[config.mk]
export PLATFORM = sky130hd
export DESIGN_NAME = serial_rbs_sub
export DESIGN_NICKNAME = d
export VERILOG_FILES = /design/src/rtl/serial_rbs_sub_pkg.sv /design/src/rtl/full_sub.sv /design/src/rtl/serial_rbs_sub.sv
export SDC_FILE = /design/constraint.sdc
export NUM_CORES = 1
export LEC_CHECK = 0
export BUFFER_PORTS_ARGS = -buffer_cell sky130_fd_sc_hd__buf_2
export CELL_PAD_IN_SITES_DETAIL_PLACEMENT = 0
export CELL_PAD_IN_SITES_GLOBAL_PLACEMENT = 2
export CORE_ASPECT_RATIO = 0.5
export CORE_MARGIN = 2
export CORE_UTILIZATION = 33
export CTS_CLUSTER_SIZE = 10
export DETAILED_ROUTE_END_ITERATION = 10
export HOLD_SLACK_MARGIN = 0.05
export PLACE_DENSITY = 0.76
export SETUP_SLACK_MARGIN = 0.15
export SKIP_CTS_REPAIR_TIMING = 1
export SLEW_MARGIN = 20
export SYNTH_ARGS = -nofsm -noshare
export SYNTH_HDL_FRONTEND = slang
export SYNTH_SLANG_ARGS = --single-unit
export TNS_END_PERCENT = 50
[constraint.sdc]
create_clock -name clk -period 1.85 [get_ports clk]
set_input_delay 0.2775 -clock clk [delete_from_list [all_inputs] [get_ports clk]]
set_output_delay 0.2775 -clock clk [all_outputs]
set_load 0.02 [all_outputs]
[src/rtl/serial_rbs_sub_pkg.sv]
// Shared constants for the bit-serial ripple-borrow subtractor.
package serial_rbs_sub_pkg;

  // Operand width used when the top is instantiated without an override.
  localparam int unsigned DefaultWidth = 4;

  typedef enum logic [1:0] {
    ST_IDLE = 2'b00,
    ST_RUN  = 2'b01,
    ST_DONE = 2'b10
  } state_e;

endpackage

[src/rtl/full_sub.sv]
// Combinational 1-bit full subtractor: d = a - b - bi, with borrow-out bo.
module full_sub (
  input  logic a,
  input  logic b,
  input  logic bi,
  output logic d,
  output logic bo
);

  assign d  = a ^ b ^ bi;
  // Borrow when b exceeds a, or when a == b and a borrow is already pending.
  assign bo = (~a & b) | (~(a ^ b) & bi);

endmodule

[src/rtl/serial_rbs_sub.sv]
// Bit-serial subtractor: D = A - B - Bin, one bit per clock, LSB first,
// with a start/busy/done handshake.
module serial_rbs_sub
  import serial_rbs_sub_pkg::*;
#(
  parameter int unsigned WIDTH = DefaultWidth
) (
  input  logic             clk,
  input  logic             reset_n,
  input  logic             start,
  input  logic [WIDTH-1:0] a,
  input  logic [WIDTH-1:0] b,
  input  logic             bi,
  output logic [WIDTH-1:0] d,
  output logic             bo,
  output logic             busy,
  output logic             done
);

  localparam int unsigned CntW = (WIDTH > 1) ? $clog2(WIDTH) : 1;
  localparam logic [CntW-1:0] LastCnt = CntW'(WIDTH - 1);

  state_e           state_q, state_d;
  logic [WIDTH-1:0] a_sr_q, a_sr_d;
  logic [WIDTH-1:0] b_sr_q, b_sr_d;
  logic [WIDTH-1:0] d_q, d_d;
  logic [CntW-1:0]  cnt_q, cnt_d;
  logic             brw_q, brw_d;
  logic             bo_q, bo_d;
  logic             busy_q, busy_d;
  logic             done_q, done_d;

  logic fs_d, fs_bo;

  full_sub u_full_sub (
    .a  (a_sr_q[0]),
    .b  (b_sr_q[0]),
    .bi (brw_q),
    .d  (fs_d),
    .bo (fs_bo)
  );

  // Next-state logic: accept in IDLE, one bit per cycle in RUN, one-cycle DONE.
  always_comb begin
    state_d = state_q;
    a_sr_d  = a_sr_q;
    b_sr_d  = b_sr_q;
    d_d     = d_q;
    cnt_d   = cnt_q;
    brw_d   = brw_q;
    bo_d    = bo_q;
    busy_d  = busy_q;
    done_d  = 1'b0;
    unique case (state_q)
      ST_IDLE: begin
        if (start) begin
          state_d = ST_RUN;
          a_sr_d  = a;
          b_sr_d  = b;
          brw_d   = bi;
          d_d     = '0;
          bo_d    = 1'b0;
          cnt_d   = '0;
          busy_d  = 1'b1;
        end
      end
      ST_RUN: begin
        d_d[cnt_q] = fs_d;
        brw_d      = fs_bo;
        a_sr_d     = a_sr_q >> 1;
        b_sr_d     = b_sr_q >> 1;
        if (cnt_q == LastCnt) begin
          // Counter holds at the last index; it is cleared on the next accept.
          state_d = ST_DONE;
          bo_d    = fs_bo;
          busy_d  = 1'b0;
          done_d  = 1'b1;
        end else begin
          cnt_d = cnt_q + 1'b1;
        end
      end
      ST_DONE: begin
        state_d = ST_IDLE;
      end
      default: begin
        state_d = ST_IDLE;
      end
    endcase
  end

  // State and datapath registers, asynchronously cleared.
  always_ff @(posedge clk or negedge reset_n) begin
    if (!reset_n) begin
      state_q <= ST_IDLE;
      a_sr_q  <= '0;
      b_sr_q  <= '0;
      d_q     <= '0;
      cnt_q   <= '0;
      brw_q   <= 1'b0;
      bo_q    <= 1'b0;
      busy_q  <= 1'b0;
      done_q  <= 1'b0;
    end else begin
      state_q <= state_d;
      a_sr_q  <= a_sr_d;
      b_sr_q  <= b_sr_d;
      d_q     <= d_d;
      cnt_q   <= cnt_d;
      brw_q   <= brw_d;
      bo_q    <= bo_d;
      busy_q  <= busy_d;
      done_q  <= done_d;
    end
  end

  assign d    = d_q;
  assign bo   = bo_q;
  assign busy = busy_q;
  assign done = done_q;

endmodule

## Yosys cells after proc, flatten, opt, wreduce, memory -nomap -nowiden

Cells that the tools add are included.

| operators by class | value |
|---|---|
| bitwise operators | 7 |
| order comparisons | 2 |
| multiplexer cells | 25 |
| reductions and logical operators | 7 |
| add/subtract/negate cells | 1 |
| eq/ne operators | 5 |

Operator list:

| kind | number |
|---|---|
| $pmux W4 S2 | 3 |
| $mux W4 | 3 |
| $mux W1 | 8 |
| $mux W2 | 4 |
| $pmux W2 S2 | 2 |
| $ne A2 B2 Y1 const B | 3 |
| $pmux W1 S2 | 3 |
| $reduce_and A3 Y1 | 2 |
| $bwmux W4 | 1 |
| $reduce_and A2 Y1 | 2 |
| $lt A2 B3 Y1 const B | 1 |
| $add A2 B1 Y2 const B | 1 |
| $and A1 B1 Y1 | 2 |
| $demux W1 S2 | 1 |
| $eq A2 B1 Y1 const B | 1 |
| $eq A2 B2 Y1 const B | 1 |
| $ge A2 B1 Y1 const B | 1 |
| $logic_not A2 Y1 | 1 |
| $not A1 Y1 | 2 |
| $reduce_bool A2 Y1 | 1 |
| $xor A1 B1 Y1 | 2 |
| $logic_and A1 B1 Y1 | 1 |
| $or A1 B1 Y1 | 1 |

| storage, ports and cells | value |
|---|---|
| bits of input ports | 12 |
| word-level logic and storage cells | 56 |
| bits in registers | 20 |
| output and inout port bits | 7 |

## Depth between registers and ports, before layout

| depth | value |
|---|---|
| depth after elaboration | 6 |
| mapped depth | 5 |
| mapped depth without buffers | 5 |

## Cells and area by module

Synthesis repeated with hierarchy kept, for this count alone.

| unflattened totals | value |
|---|---|
| cells, all modules | 106 |
| area total of the unflattened synthesis | 1,072.3 um^2 |

By module, submodules not included:

| module | seq. area each (um^2) | cells an instance | area each (um^2) | times used |
|---|---|---|---|---|
| serial_rbs_sub | 500.5 | 102 | 1,041.0 | 1 |
| full_sub | 0.0 | 4 | 31.3 | 1 |

## Worst setup path after synthesis

OpenSTA, ideal clock, no wires.

| path | value |
|---|---|
| path type | reg2reg |
| start point | reg brw_q |
| end point | reg d_q[0] (netlist: d[0]) |
| required time | 1.776 ns |
| period minus slack after synthesis | 1.367 ns |
| data arrival time | 1.293 ns |
| buffers on the path | 0 |
| slack | 0.483 ns |
| cell stages (with the launch flop) | 6 |
| library setup time | 0.074 ns |
| path through | dfrtp_1 > inv_1 > fa_1 > nor2b_1 > mux2i_1 > o21ai_2 |

| between the ends | value |
|---|---|
| word-level cells in the longest chain between the ends | 3 |

Ends and longest elaborated chain:

| what | line | text |
|---|---|---|
| start: declaration | serial_rbs_sub.sv:28 | `logic brw_q, brw_d;` |
| start signal: assignment | serial_rbs_sub.sv:109 | `brw_q <= brw_d;` |
| $xor A1 B1 Y1 | full_sub.sv:10 | `assign d = a ^ b ^ bi;` |
| $bwmux W4 | serial_rbs_sub.sv:68 | `d_d[cnt_q] = fs_d;` |
| $pmux W4 S2 | serial_rbs_sub.sv:54 | `unique case (state_q)` |
| end signal: assignment | serial_rbs_sub.sv:97 | `d_q <= '0;` |
| end signal: assignment | serial_rbs_sub.sv:107 | `d_q <= d_d;` |
| end: declaration | serial_rbs_sub.sv:26 | `logic [WIDTH-1:0] d_q, d_d;` |

Every way passes these cells.
A chain may end at the register's enable or synchronous reset.

## Worst setup path in the final report

| path | value |
|---|---|
| start point | reg brw_q |
| end point | reg d_q[1] (netlist: d[1]) |

The elaborated chain is that of the path after synthesis.

==> implementation parameters <==
Parameter                              Value

Route
  Residual DRC    0
  Initial drt markers    53
  Antenna Nets Post-Route    0
  Wire length per cell after detailed routing    around 13 um
  Detailed Routing Iterations Pass 1    4
  Routed wire length    2180 um
  Ratio of routed vias to standard cells    4.85
  Total number of vias    between 800 and 900

STA
  Final-report max-slew violation count    0
  Worst Skew    7.18 ps
  Total Negative Setup Slacks    0 ps
  Hold Vio Cnt, Final    0
  RSZ-0062 raised after global routing    false
  Slew margin rel.    0.698
  Max Fclk    about 670 MHz
  Final setup slack of the worst path    between 300 and 400 ps
  Actual slew at the worst max-slew pin    around 450 ps
  Final setup violation count    0
  Ratio of final minimum period to clock period    0.808
  Tmin final    1500 ps

CTS
  Clk_lat worst skew    around 260 ps
  Library cell used as clock root buffer    sky130_fd_sc_hd__clkbuf_8
  Maximum count of clock buffers along a single path    2
  TritonCTS buffer count    3
  Clock tree from TritonCTS    built
  Number of sinks on the clock net    20
  Clock slew at reported path FFs    roughly 80 ps
  Maximum level of the CTS H-tree    1

Finish
  Area grow syn2layout    19.0%
  Most frequent cells in the layout    20 x sky130_fd_sc_hd__dfrtp_1, 18 x sky130_fd_sc_hd__buf_2, 17 x sky130_fd_sc_hd__nand2_1
  Most common cell after layout, fill and taps aside    sky130_fd_sc_hd__dfrtp_1
  Count of placed standard cells in the final layout, fillers left out    167
  Total Nets Final    about 150
  Count of antenna diodes in the layout    0
  Share of cells above drive strength 1    0.291

Worst hold path
  Hold path start    a[3]
  Worst Hold End    a_sr_q[3]
  Depth of the worst hold-timing path    3
  Hold/Removal Path Class    in -> reg

Floorplanning
  Site row count    14
  DIE WIDTH    between 80 and 90 um
  Chip Height    about 44 um
  Starting Density    0.351
  Area inside the core boundary    0.00303 mm2
  I/O pin count    19
  Die Area    0.00372 mm2

Power
  Leakage power figure    between 0.5 and 0.6 nW
  Pwr Density    1700 mW/mm2
  Peak supply drop    about 0.00045 V
  Post-layout total power    around 2.1 mW

Critical path
  Worst R2R Start    brw_q
  Req. time, crit path    2030 ps
  Worst-path cell with the longest stage delay    sky130_fd_sc_hd__fa_1
  Sequence of cells on the critical path    inv_1 -> fa_1 -> nor2b_1 -> mux2i_1 -> o21ai_2
  CP max stage delay    between 500 and 600 ps
  Worst r2r dst    d[1]
  Timing startpoint of the critical path    brw_q
  Max Fanout on Critical Path    3
  Start-to-end type of the worst setup path    reg -> reg
  Depth of the most critical reg-to-reg path    5
  Register-to-register setup slack    between 300 and 400 ps
  Endpoint type of the worst setup path    flip-flop
  WP data arrival    approximately 1700 ps
  Startpoint Class    flip-flop

Placed design
  Worst setup slack after placement    between 300 and 400 ps
  Gpl congestion    between 0.7 and 0.8
  Total half-perimeter wirelength after legalization and detailed placement    between 1500 and 2000 um
  Cell count after placement    roughly 160
  Number of port buffers    18

Synth
  Syn Nets    about 120
  Flip-flop and latch count after synthesis    20
  Post-synth cell types    24
  Gate count after technology mapping    about 110
  Seq/Total Area, Yosys    0.471
  Syn avg cell area    approximately 10 um2
  Post-synth design cell area    0.00106 mm2
  Number of warnings reported in the yosys synthesis log    0

Global route
  Antenna violations before repair    0
  Vias in the first global route    between 800 and 900
  Pin count of the biggest net entering global routing    21
  Remaining global-route overflow    0
  GRT Total Usage    0.134
  First-pass GRT wire length    around 3800 um

Outcome
  Status    finished clean

Run
  Max-cap violations    0
[power breakdown]
group	switching (mW)	total, mW	internal (mW)	leakage (nW)
Clock	0.149	0.438	0.289	0.0357
Sequential	0.138	0.746	0.609	0.257
Combinational	0.553	0.958	0.405	0.304
[cell type report]
| cell class | instances | area, um2 |
|---|---|---|
| fillers | 319 | 1770 |
| flip-flops and latches | 20 | 500 |
| multi-input cells | 74 | 493 |
| repair buffers | 22 | 123 |
| well taps | 40 | 50.0 |
| clock buffers | 3 | 41.3 |
| clock inverters | 1 | 30.0 |
| inverters | 7 | 26.3 |
[cells in the mapped netlist]
cell	n	area share
sky130_fd_sc_hd__o21ai_2	10	0.082
sky130_fd_sc_hd__o22ai_1	1	0.0059
sky130_fd_sc_hd__ha_1	5	0.059
sky130_fd_sc_hd__nor2b_1	5	0.029
sky130_fd_sc_hd__nor2_1	4	0.014
sky130_fd_sc_hd__nand2_1	17	0.060
sky130_fd_sc_hd__a31oi_1	4	0.024
sky130_fd_sc_hd__fa_1	1	0.019
sky130_fd_sc_hd__buf_4	2	0.014
sky130_fd_sc_hd__o21bai_2	1	0.011
sky130_fd_sc_hd__buf_2	1	0.0047
sky130_fd_sc_hd__a22oi_1	3	0.021
sky130_fd_sc_hd__and2_1	4	0.024
sky130_fd_sc_hd__a21oi_1	4	0.019
sky130_fd_sc_hd__a22o_1	1	0.0082
sky130_fd_sc_hd__nor3_1	2	0.0094
sky130_fd_sc_hd__mux2i_1	3	0.028
sky130_fd_sc_hd__o21ai_1	6	0.028
sky130_fd_sc_hd__buf_6	2	0.021
sky130_fd_sc_hd__nand2b_1	1	0.0059
sky130_fd_sc_hd__a2bb2oi_1	2	0.016
sky130_fd_sc_hd__inv_1	6	0.021
sky130_fd_sc_hd__inv_2	1	0.0035
sky130_fd_sc_hd__dfrtp_1	20	0.47
[worst max path at each step]
| stage | endpoint | slack [ps] | cells past startpoint |
|---|---|---|---|
| 6_report | d[1] | 350 | 5 |
| 5_1_grt | d[1] | 200 | 5 |
| 4_1_cts | d[1] | 350 | 5 |
| 3_5_place_dp | d[1] | 370 | 5 |
| 3_3_place_gp | d[1] | 410 | 5 |
| 2_1_floorplan | d[0] | 480 | 5 |
[worst max-delay path, delay by kind of cell, from the launching register on]
kind	cells	cell delay, ps
fa+ha+maj	1	540
flops	1	350
simple gates	1	220
compound gates	1	130
mux	1	120
buf+inv	1	60
[flip-flops by register name (all words and copies together) (netlist names)]
signal	cells
cnt_q	2
brw_q	1
done	1
busy	1
bo	1
a_sr_q	4
b_sr_q	4
state_q	2
d	4
[kinds of logic after synthesis]
family,share of synthesized area
AOI/OAI and AO/OA,0.216
muxes,0.0283
adders and majority gates,0.0777
DFF,0.471
and+or+nand+nor,0.143
buffers and inverters,0.0648
[through the flow]
stage	cell area [um2]	hold slack (ps)	utilization
CTS	1250	-31.3	0.414
global placement	1180	260	0.390
detailed placement	1180	261	0.390
floorplan	1060	-18.1	-
global route	1260	270	0.417
finish	1260	277	0.417
[layer usage]
layer / up-vias / GRT usage / routed length [um]
met5: - / 0 / 0
met2: 11 / 0.208 / 979
met4: 0 / 0.0387 / 12
met1: 392 / 0.180 / 1120
met3: 2 / 0.0466 / 72
li1: 405 / - / -
Note: power is estimated with default switching activity, not from simulation.
